`config.mk`:
```
export PLATFORM = sky130hd
export DESIGN_NAME = mux_alu_src
export DESIGN_NICKNAME = d
export VERILOG_FILES = /design/src/rtl/mux_alu_src_pkg.sv /design/src/rtl/mux_alu_src_mux2.sv /design/src/rtl/mux_alu_src.sv
export SDC_FILE = /design/constraint.sdc
export NUM_CORES = 1
export LEC_CHECK = 0
export CAP_MARGIN = 20
export CORE_MARGIN = 5
export CORE_UTILIZATION = 37
export DETAILED_ROUTE_END_ITERATION = 12
export PLACE_DENSITY = 0.9
export SLEW_MARGIN = 25
export SYNTH_ARGS = -nofsm -noshare
export SYNTH_HDL_FRONTEND = slang
export SYNTH_SLANG_ARGS = --single-unit
```
`constraint.sdc`:
```
create_clock -name clk -period 1.9 [get_ports clk]
set_input_delay 0.38 -clock clk [delete_from_list [all_inputs] [get_ports clk]]
set_output_delay 0.38 -clock clk [all_outputs]
set_load 0.01 [all_outputs]
```
`src/rtl/mux_alu_src_pkg.sv`:
```
// Shared constants for the ALU operand-B source select and its control unit.
package mux_alu_src_pkg;

  // Default datapath width
  localparam int unsigned WIDTH_DEFAULT = 32;

  // ALUSrc encodings, shared with the control unit
  localparam logic ALUSRC_REG = 1'b0;
  localparam logic ALUSRC_IMM = 1'b1;

endpackage : mux_alu_src_pkg

```
`src/rtl/mux_alu_src_mux2.sv`:
```
// Parameterized 2:1 combinational mux, reused by the datapath muxes.
// An unknown select resolves to the i_a input.
module mux2 #(
  parameter int unsigned WIDTH = 32
) (
  input  logic [WIDTH-1:0] i_a,
  input  logic [WIDTH-1:0] i_b,
  input  logic             i_sel,
  output logic [WIDTH-1:0] o_y
);

  // Pick i_b only on a definite 1 select, otherwise i_a
  always_comb begin
    o_y = i_a;
    if (i_sel == 1'b1) begin
      o_y = i_b;
    end
  end

endmodule : mux2

```
`src/rtl/mux_alu_src.sv`:
```
// ALU operand-B source select with a registered copy for the next stage.
module mux_alu_src
  import mux_alu_src_pkg::*;
#(
  parameter int unsigned WIDTH = WIDTH_DEFAULT
) (
  input  logic             clk,
  input  logic             rst_n,
  input  logic [WIDTH-1:0] B,
  input  logic [WIDTH-1:0] imm32,
  input  logic             ALUSrc,
  input  logic             in_valid,
  input  logic             stall,
  input  logic             flush,
  output logic [WIDTH-1:0] toAdder,
  output logic [WIDTH-1:0] toAdder_q,
  output logic             out_valid,
  output logic             src_imm_q
);

  logic [WIDTH-1:0] w_sel;
  logic [WIDTH-1:0] r_toAdder_q;
  logic             r_out_valid;
  logic             r_src_imm_q;

  mux2 #(
    .WIDTH (WIDTH)
  ) u_mux2 (
    .i_a   (B),
    .i_b   (imm32),
    .i_sel (ALUSrc == ALUSRC_IMM),
    .o_y   (w_sel)
  );

  assign toAdder = w_sel;

  // Pipeline register: reset, then flush, then stall, then load
  always_ff @(posedge clk) begin
    if (!rst_n) begin
      r_toAdder_q <= '0;
      r_out_valid <= 1'b0;
      r_src_imm_q <= ALUSRC_REG;
    end else if (flush) begin
      r_toAdder_q <= '0;
      r_out_valid <= 1'b0;
      r_src_imm_q <= ALUSRC_REG;
    end else if (!stall) begin
      r_toAdder_q <= w_sel;
      r_out_valid <= in_valid;
      r_src_imm_q <= ALUSrc;
    end
  end

  assign toAdder_q = r_toAdder_q;
  assign out_valid = r_out_valid;
  assign src_imm_q = r_src_imm_q;

endmodule : mux_alu_src

```
==> results.md <==
* Fmax at 569.2 MHz
* # DRC at 0
* Fillers at around 380
* Hold Startpoint: src_imm_q$_SDFFE_PP0N_
* Initial DRC Count at 52
* Post-CTS sizing at 33
* Initial antenna violation count at 0
* GRT Total Usage at 0.1699
* Hold Path End: src_imm_q$_SDFFE_PP0N_
* Total CTS buffers at 5
* Worst Path Max Fanout at 2
* Yosys Warn Count at 0
* RSZ-0062 raised after global routing: false
* I/O pin count at 136
* Hold WC Path Type: flop to flop
* Die Span Y at 80.46 um
* GRT overflow at 0
* Clock-pin slew on the worst setup and hold paths at about 0.07 ns
* Clock Latency Late Sink at 0.27 ns
* Crit-path slowest cell: clkdlybuf4s50_1
* Hold Path Depth at 2
* Prevailing post-synth register cell: dfxtp_1
* Hold Vio Cnt, Final at 0
* Top cells by area, synth: dfxtp_1, mux2_4, o211a_1, nand2b_1, buf_12
* Pins Over Slew Limit at 0
* Critical Path Start Type: primary input
* Reg2Reg Depth at 2
* Number of global-route vias before repair at 1814
* Largest net degree at the start of global routing at 33
* Critical Path RT at 1.52 ns
* Input/output buffers at approximately 140
* Final WS setup at 0.1432 ns
* Vias per inst at 4.696
* Worst vdd ir at 446.3 uV
* Clock Tree Buf Depth at 2
* H-tree levels at 2
* Max Cap Viol at 0
* Starting Density at 0.3838
* Drt pass-1 iters at 4
* Asr flop ratio synth at 0
* Ant. Diodes at 0
* Worst r2r src: toAdder_q[0]$_SDFFE_PP0N_
* Post-synth EDFFs at 0
* Area Overhead vs Synth at 83.31%
* Full die area at 6473 um2
* Post-CTS Setup Bufs at 0
* Worst-path cell chain: clkdlybuf4s50_1, mux2_4, dlygate4sd2_1
* Slew @ Worst Pin at 0.5056 ns
* Worst path max stage delay at 0.42 ns
* Drt total wl at 5.478 mm
* Core Box Area at 4786 um2
* Slew HR at 0.6630
* Global-route wire length before repair at 8.480 mm
* Syn_area_per_cell at about 12 um2
* R2r endpoint: toAdder_q[0]$_SDFFE_PP0N_
* Critical Path End Type: primary output
* Routed Antenna Nets at 0
* R2R Setup Slk at 1.22 ns
* Clk root buf: clkbuf_8
* Worst Path Class, Setup: primary input to primary output
* Sink Count at 34
* Outcome: completed
* Hold buffers post-CTS at 0
* CTS tree: yes
* Vias at 1700
* Yosys top cell area share at 0.3706
* Wire per inst at about 15 um
* Critical path arrival at 1.38 ns
* Layout Cell Area excl Fill at around 3400 um2
* Final setup fails at 0
* Die Span X at 80.46 um
* Placed Area at around 3300 um2
* Setup TNS at 0 ns
* Syn_nets at between 200 and 250
* Area leader, netlist: dfxtp_1
* Minimum clock period at 1.757 ns
* Count leader, synth: dfxtp_1
* Placer Congestion at 0.7065
* Layout net count at 364
* Final core utilization at 0.7035
* Crit share post-route at 0.9246
* #FFs+latches synth at 34
* Pre-CTS setup slack at -0.06380 ns
* Cell Area, Synth at 1837 um2
* Synth top cells by count: dfxtp_1, nand2b_1, o211a_1, mux2_4
* Yosys cell types at 14
* Detailed-placement wirelength estimate at roughly 4.4 mm
* Multi-input gate area at 1031 um2
* FF/Latch Area at 680.7 um2
* Leakage Power at 0.001714 uW
* Total power at 1945 uW
* # rows at 25
* Clock skew at 0 ns
* Post-Synthesis Cells at 150
* Layout cells sized above 1 at 0.1966
* Power Dens Cells at 577.6 nW/um2
* Sequential area share after synthesis at 0.3706
[cell type report]
cell class | count | area share
flip-flops and latches | 34 | 0.2022
well taps | 67 | 0.02490
repair buffers | 151 | 0.4340
multi-input cells | 102 | 0.3062
clock buffers | 8 | 0.03270
[power breakdown]
part / switching, uW / leakage, uW / total (uW) / internal (uW)
clock: 246 / 0.0000575 / 612 / 366
combinational: 201 / 0.00138 / 575 / 374
sequential: 12.9 / 0.000278 / 757 / 744
total: 461 / 0.00171 / 1940 / 1480
[worst max-delay path: cells and delay by family]
kind	cells	cell delay (ns)
buf+inv	2	0.71
mux	1	0.29
[cells in the final DEF, fill, tap and decap left out, types with 2 or more instances in the layout]
master,n
mux2i_1,2
nand2b_1,33
o211a_1,32
dlygate4sd2_1,32
buf_4,14
clkbuf_8,8
dfxtp_1,34
mux2_4,29
clkdlybuf4s50_1,101
mux2_2,3
nor2_1,2
buf_12,3
[how the worst max path moves through the flow]
stage               startpoint          end
detailed placement      ALUSrc  toAdder[11]
floorplan               ALUSrc  toAdder[10]
global placement        ALUSrc  toAdder[11]
CTS                      B[27]  toAdder[27]
finish                    B[8]   toAdder[8]
global route             B[27]  toAdder[27]
[layer usage]
layer / vias up / GRT usage / routed length [um]
met2: 77 / 0.3344 / 2926
met1: 793 / 0.1603 / 1934
met4: 0 / 0.03885 / 38
li1: 826 / - / -
met5: - / 0 / 0
met3: 4 / 0.07063 / 579
[metrics by stage]
step / cells / hold WS, ns
CTS: 362 / 0.5075
floorplan: 150 / 0.5239
detailed placement: 354 / 0.4920
global placement: 354 / 0.4767
finish: 362 / 0.5010
global route: 362 / 0.5311
[registers in the layout, summed over array words and instances, names as in the netlist]
register and count:
src_imm_q 1, toAdder_q 32, out_valid 1
[logic make-up (layout without fill, tap and decap cells)]
| logic type | count (synthesis) | in the layout | share of synthesized area |
|---|---|---|---|
| flops | 34 | 34 | 0.3706 |
| simple gates | 36 | 36 | 0.1206 |
| mux | 34 | 34 | 0.2663 |
| compound gates | 32 | 32 | 0.1744 |
| buf+inv | 14 | 159 | 0.06811 |
Power figures use the tool's default switching activity.
